$ cat config.mk
export PLATFORM = sky130hd
export DESIGN_NAME = spin_sequencer
export DESIGN_NICKNAME = d
export VERILOG_FILES = /design/src/rtl/spin_sequencer.sv
export SDC_FILE = /design/constraint.sdc
export NUM_CORES = 1
export LEC_CHECK = 0
export CORE_MARGIN = 4
export CORE_UTILIZATION = 52
export DETAILED_ROUTE_END_ITERATION = 10
export PLACE_DENSITY = 0.69
export SYNTH_ARGS = -nofsm -noshare
export SYNTH_HDL_FRONTEND = slang
export SYNTH_SLANG_ARGS = --single-unit
$ cat constraint.sdc
create_clock -name i_clk -period 8.13 [get_ports i_clk]
set_input_delay 2.0325 -clock i_clk [delete_from_list [all_inputs] [get_ports i_clk]]
set_output_delay 2.0325 -clock i_clk [all_outputs]
set_load 0.005 [all_outputs]
$ cat src/rtl/spin_sequencer.sv
// rtl/spin_sequencer.sv - 8-position spin sequencer: fast spin, deceleration, land on target
//
// Purpose:
//   Steps a 3-bit spinner position from a tick-enabled step counter. The spin
//   runs FAST_STEPS steps at INIT_PERIOD ticks each. It then decelerates, adding
//   PERIOD_STEP to the period after every step, until the period saturates at
//   MAX_PERIOD. It then creeps at MAX_PERIOD until it lands on the target
//   latched at start, and pulses done for one cycle.
//
// Ports:
//   i_clk     system clock, rising edge
//   i_reset   asynchronous active-high reset
//   i_tick    time-base enable; step counter advances only when 1
//   i_start   level-sampled start request, accepted only in IDLE
//   i_seed    target landing position, latched when start is accepted
//   o_pos     current spinner position (0..7, wraps)
//   o_busy    1 while spinning (SPIN, DECEL, LAND)
//   o_done    one-cycle pulse when the spin has landed
//   o_result  landed position, held until the next done
module spin_sequencer #(
  parameter int INIT_PERIOD = 16,
  parameter int PERIOD_STEP = 8,
  parameter int MAX_PERIOD  = 600,
  parameter int FAST_STEPS  = 24
) (
  input  logic       i_clk,
  input  logic       i_reset,
  input  logic       i_tick,
  input  logic       i_start,
  input  logic [2:0] i_seed,
  output logic [2:0] o_pos,
  output logic       o_busy,
  output logic       o_done,
  output logic [2:0] o_result
);

  localparam logic [2:0] S_IDLE  = 3'd0;
  localparam logic [2:0] S_SPIN  = 3'd1;
  localparam logic [2:0] S_DECEL = 3'd2;
  localparam logic [2:0] S_LAND  = 3'd3;
  localparam logic [2:0] S_DONE  = 3'd4;

  logic [2:0]  r_state;
  logic [2:0]  r_pos;
  logic [2:0]  r_result;
  logic [2:0]  r_target;
  logic [9:0]  r_cnt;
  logic [9:0]  r_period;
  logic [7:0]  r_steps;

  logic        w_running;
  logic        w_step;
  logic [2:0]  w_pos_next;
  logic [10:0] w_sum;
  logic [9:0]  w_period_next;

  assign w_running  = (r_state == S_SPIN) || (r_state == S_DECEL) || (r_state == S_LAND);
  assign w_step     = w_running && i_tick && (r_cnt == (r_period - 10'd1));
  assign w_pos_next = r_pos + 3'd1;

  // One extra bit so the period add can never wrap before saturation.
  assign w_sum         = {1'b0, r_period} + 11'(PERIOD_STEP);
  assign w_period_next = (w_sum >= 11'(MAX_PERIOD)) ? 10'(MAX_PERIOD) : w_sum[9:0];

  always_ff @(posedge i_clk or posedge i_reset) begin
    if (i_reset) begin
      r_state  <= S_IDLE;
      r_pos    <= 3'd0;
      r_result <= 3'd0;
      r_target <= 3'd0;
      r_cnt    <= 10'd0;
      r_period <= 10'(INIT_PERIOD);
      r_steps  <= 8'd0;
    end else begin
      // Shared step counter for all running states; frozen while tick is low.
      if (w_running) begin
        if (w_step) begin
          r_pos <= w_pos_next;
          r_cnt <= 10'd0;
        end else if (i_tick) begin
          r_cnt <= r_cnt + 10'd1;
        end
      end

      case (r_state)
        S_IDLE: begin
          r_cnt    <= 10'd0;
          r_steps  <= 8'd0;
          r_period <= 10'(INIT_PERIOD);
          if (i_start) begin
            r_target <= i_seed;
            r_state  <= S_SPIN;
          end
        end
        S_SPIN: begin
          if (w_step) begin
            r_steps <= r_steps + 8'd1;
            if ((r_steps + 8'd1) == 8'(FAST_STEPS)) begin
              r_state <= S_DECEL;
            end
          end
        end
        S_DECEL: begin
          // The period lengthens after the step that used the old period.
          if (w_step) begin
            r_period <= w_period_next;
            if (w_period_next == 10'(MAX_PERIOD)) begin
              r_state <= S_LAND;
            end
          end
        end
        S_LAND: begin
          // Compare the new position, so LAND always takes at least one step.
          if (w_step && (w_pos_next == r_target)) begin
            r_result <= w_pos_next;
            r_state  <= S_DONE;
          end
        end
        S_DONE: begin
          r_state <= S_IDLE;
        end
        default: begin
          r_state <= S_IDLE;
        end
      endcase
    end
  end

  assign o_pos    = r_pos;
  assign o_result = r_result;
  assign o_busy   = w_running;
  assign o_done   = (r_state == S_DONE);

endmodule

* Yosys cells after proc, flatten, opt, wreduce, memory -nomap -nowiden
Cells that the tools add are included.
** Operators by class
- Add/sub/neg operators :: 5
- Order comparisons :: 1
- Equal/unequal tests :: 14
- Mux-type cells :: 16
- Reductions and logical operators :: 17
** Operators by type and width (number)
- $mux 10 :: 6
- $pmux 10 s2 :: 1
- $mux 3 :: 6
- $pmux 8 s2 :: 1
- $pmux 3 s4 :: 1
- $reduce_and 2->1 :: 6
- $add 10x4->11 const B :: 1
- $ge 11x10->1 const B :: 1
- $add 10x1->10 const B :: 1
- $eq 10x10->1 :: 1
- $eq 10x10->1 const B :: 1
- $sub 10x1->10 const B :: 1
- $add 8x1->8 const B :: 1
- $eq 8x5->1 const B :: 1
- $mux 8 :: 1
- $eq 3x2->1 const B :: 2
- $ne 2x1->1 const B :: 3
- $ne 2x2->1 const B :: 3
- $reduce_and 6->1 :: 1
- $reduce_bool 2->1 :: 3
- $add 3x1->3 const B :: 1
- $eq 3x1->1 const B :: 1
- $eq 3x3->1 :: 1
- $eq 3x3->1 const B :: 1
- 4 further kinds :: 7
** Word-level totals
- Flip-flop bits (word level) :: 40
- Input port bits :: 7
- Output and inout port bits :: 8
- Logic and storage cells :: 60

* Longest topological paths before layout
- Word-level depth :: 8
- Mapped depth :: 11
- Mapped depth without buffers :: 9

* Worst setup path before layout
No wires, ideal clock.
- Kind :: input -> register
- From :: input port i_tick
- To :: register r_result[1] (netlist: o_result[1])
- Setup time :: 0.128 ns
- Data arrival time :: 3.623 ns
- Required time :: 8.002 ns
- Slack :: 4.379 ns
- Stages on the path :: 6
- Buffers on the path :: 0
- Path through :: nor3b_2 -> nand4_1 -> a211oi_1 -> nand3_2 -> or2_1 -> mux2_1
** Between the ends
- Cells in the longest elaborated chain, start to end :: 4
** Ends and longest elaborated chain
- from (decl) :: RTL line 28 : input logic i_tick,
- $logic_and 1x1->1 (2 in series) :: RTL line 58 : assign w_step = w_running && i_tick && (r_cnt == (r_period - 10'd1));
- $logic_and 1x1->1 :: RTL line 114 : if (w_step && (w_pos_next == r_target)) begin
- $reduce_and 2->1 (no source line)
- to (signal assigned) :: RTL line 115 : r_result <= w_pos_next;
- to (decl) :: RTL line 45 : logic [2:0] r_result;
No other way between the ends.
A chain may end at the register's enable or synchronous reset.

* Final worst setup path
Ends and elaborated chain as after synthesis.

==> results.toml <==
[global_route]
grt_pass1_vias = 2313
gr-usage-all-layers = 0.212
grt_pass1_wl_um = 11000
grt_max_degree = 41
antenna_found_initial = 0
gr-total-overflow = 0

[worst_setup_path]
critPathSlowestCell = "nand3_2"
worst_setup_path_end_kind = "flip-flop"
crit_required_ns = 8.31
cp-start-kind = "primary input"
critPathBufInv = 1
critical_path_class = "primary input to flip-flop"
cpPeakStageDelay_ns = 0.66
crit_chain = "clkdlybuf4s50_1, nor3b_2, nand4_1, a211oi_1, nand3_2, or2_1, mux2_1"
cp_data_arrival_time_ns = 5.08
cp_top_family = "simple AND/OR/NAND/NOR gates"
crit_fanout = 37
timing.rr.start = "r_period[3]"
critPathLaunch = "i_tick"

[die]
io_pins = 15
initial_core_util = 0.538
dieHeight_um = 80.9
die_w_um = 80.9
core_area_mm2 = 0.00514
rows = 26
die_area_mm2 = 0.00655

[clock_tree]
cts_setup_buffers = 0
postCtsHoldBufs = 0
htree_levels = 2
clk_latency_ns = 0.29
clk_path_buf_depth = 2
cts.sinks = 40
cts.clk_slew.worst_paths_ns = 0.07
cts-root-buf = "clkbuf_8"
cts_buffers = 5
cts_tree = "built"
cts-resized-gates = 0

[timing]
worstMarginPinSlew_ns = 1.01
finalHoldViolCount = 0
setup_tns_ns = 0
finalCriticalPeriod_ns = 4.90
clock_skew_ns = 0.00535
final.period_utilization = 0.603
timing.final.ws_setup_ns = 3.23
timing.fmax_mhz = 204
rsz0062_at_grt = "false"
maxSlewViolCount = 0
slew_headroom = 0.325
finalSetupViolations = 0

[min_path]
min-delay-start = "o_result[1]"
min_path_type = "flip-flop to flip-flop"

[layout]
ff_latch_area_mm2 = 0.00100
fill_cells = 491
syn_to_final_growth_pct = 8.65
multi_input_area_mm2 = 0.00160
n_antenna_cell = 0
fin_area_mm2 = 0.00300
drive_above_1_share = 0.0688
fin_nets = 334
instances_no_fill = 390

[synthesis]
seq_area_frac_synth = 0.363
ys_ff_latch = 40
avgSynthCellArea_um2 = 8.75
synthDistinctLibCells = 58
synthCells = 316
ys.flop_type = "dfrtp_1"
synth.net_count = 331
netlist_area_mm2 = 0.00276
async_reset_ff_frac = 1.00
synth-edff-count = 0
yosysWarnings = 0

[detailed_routing]
drt_wl_total_um = 6190
dr.pass1.iters = 4
drc = 0
ant_nets = 0
viasPerCell = 6.15
vias = 2398
routedWlPerCell_um = 15.9
first_iter_violations = 204

[pwr]
max-vdd-ir-drop_uv = 75.6
p_per_area_mw_per_mm2 = 142
p_leak_nw = 1.28

[placed_design]
routabilityCongestion = 0.827
dp.cells = 382
dpl_cell_area_mm2 = 0.00291
hpwl_um = 4250
io_buffer_count = 14
pre_cts_ws_ns = 2.94

[status]
outcome = "completed"

[run]
cap_viol_max_count = 0
## cells in the mapped netlist, types with 2 or more instances
cell	count	share of area
nor4b_4	2	0.017
nand2_1	30	0.041
nand2b_1	3	0.0068
o211ai_1	8	0.022
a311oi_1	3	0.0095
mux2_2	4	0.016
a221oi_1	2	0.0063
nand3_1	24	0.043
nor2_1	15	0.020
o31ai_1	2	0.0054
o311ai_1	3	0.0095
buf_2	6	0.011
clkbuf_1	9	0.012
nor2b_1	2	0.0045
nand4_1	11	0.025
a21boi_1	2	0.0054
o22ai_1	4	0.0091
o21a_1	2	0.0054
o21ai_1	3	0.0054
inv_1	19	0.026
or3_1	3	0.0068
ha_1	8	0.036
nand3b_1	3	0.0081
a21oi_1	7	0.013
xnor2_1	17	0.054
or2_2	3	0.0068
nor3_1	12	0.022
dfrtp_1	39	0.35
xor2_1	7	0.022
a211oi_1	3	0.0081
a41oi_1	3	0.0095
a31oi_1	8	0.018
buf_1	3	0.0041
or4_1	2	0.0054
and3_1	7	0.016
o21ai_0	15	0.027
## per-stage QoR
| stage | power, mW | utilization | hold WS [ns] |
|---|---|---|---|
| final | 0.425 | 0.584 | 0.502 |
| after global routing | 0.445 | 0.584 | 0.522 |
| after CTS | 0.429 | 0.584 | 0.509 |
| after detailed placement | 0.290 | 0.567 | 0.481 |
| after global placement | 0.288 | 0.567 | 0.486 |
| after floorplan | 0.275 | - | 0.477 |
## kinds of logic (layout without fill, tap and decap cells)
| family | Yosys count | count (layout) | share of synthesized area |
|---|---|---|---|
| buffers and inverters | 38 | 42 | 0.0570 |
| AO/OA/AOI/OAI | 74 | 74 | 0.185 |
| adder cells (fa/ha/maj) | 8 | 8 | 0.0362 |
| multiplexers | 6 | 6 | 0.0240 |
| XOR/XNOR | 24 | 24 | 0.0761 |
| AND/OR/NAND/NOR | 126 | 126 | 0.259 |
| flip-flops | 40 | 40 | 0.363 |
## final timing paths
| check | endpoint | slack, ns | cells after the start |
|---|---|---|---|
| worst max-delay path | o_result[1] | 3.23 | 7 |
| worst min-delay path | o_result[1] | 0.50 | 1 |
| worst max register to register | o_result[1] | 4.50 | 9 |
| worst min register to register | o_result[1] | 0.50 | 1 |
| max in group asynchronous | o_pos[2] | 5.61 | 3 |
| min in group asynchronous | o_pos[0] | 2.16 | 3 |
## metal layers
| metal | GRT usage | share of wire |
|---|---|---|
| met1 | 0.297 | 0.47 |
| met2 | 0.340 | 0.48 |
| met3 | 0.0299 | 0.040 |
| met4 | 0.0642 | 0.013 |
| met5 | 0 | 0 |
## cell usage in the layout, fill, tap and decap left out, types with 4 or more instances in the layout
cell type / count
clkdlybuf4s50_1: 14
dfrtp_1: 39
nand4_1: 11
xor2_1: 7
o211ai_1: 8
o21ai_0: 15
nand2_1: 30
nor3_1: 12
o22ai_1: 4
xnor2_1: 17
nand3_1: 24
a21oi_1: 7
clkbuf_8: 6
mux2_2: 4
inv_1: 19
and3_1: 7
a31oi_1: 8
nor2_1: 15
ha_1: 8
## registers in the layout (all words and copies together), names as in the netlist
register	flops
r_steps	8
r_state	3
o_pos	3
r_target	3
r_cnt	10
r_period	10
o_result	3
## final cells by class
cell class / count / share of cell area
multi-input combinational: 238 / 0.534
clock buffer: 8 / 0.0300
tap: 70 / 0.0292
inverter: 19 / 0.0237
sequential: 40 / 0.334
timing repair buffer: 15 / 0.0492
## power breakdown
| group | internal [mW] | switching [mW] |
|---|---|---|
| sequential | 0.210 | 0.0226 |
| combinational | 0.0274 | 0.0257 |
| clock | 0.0693 | 0.0702 |
| total | 0.307 | 0.119 |
No activity file was read; power rests on OpenSTA's default activity.
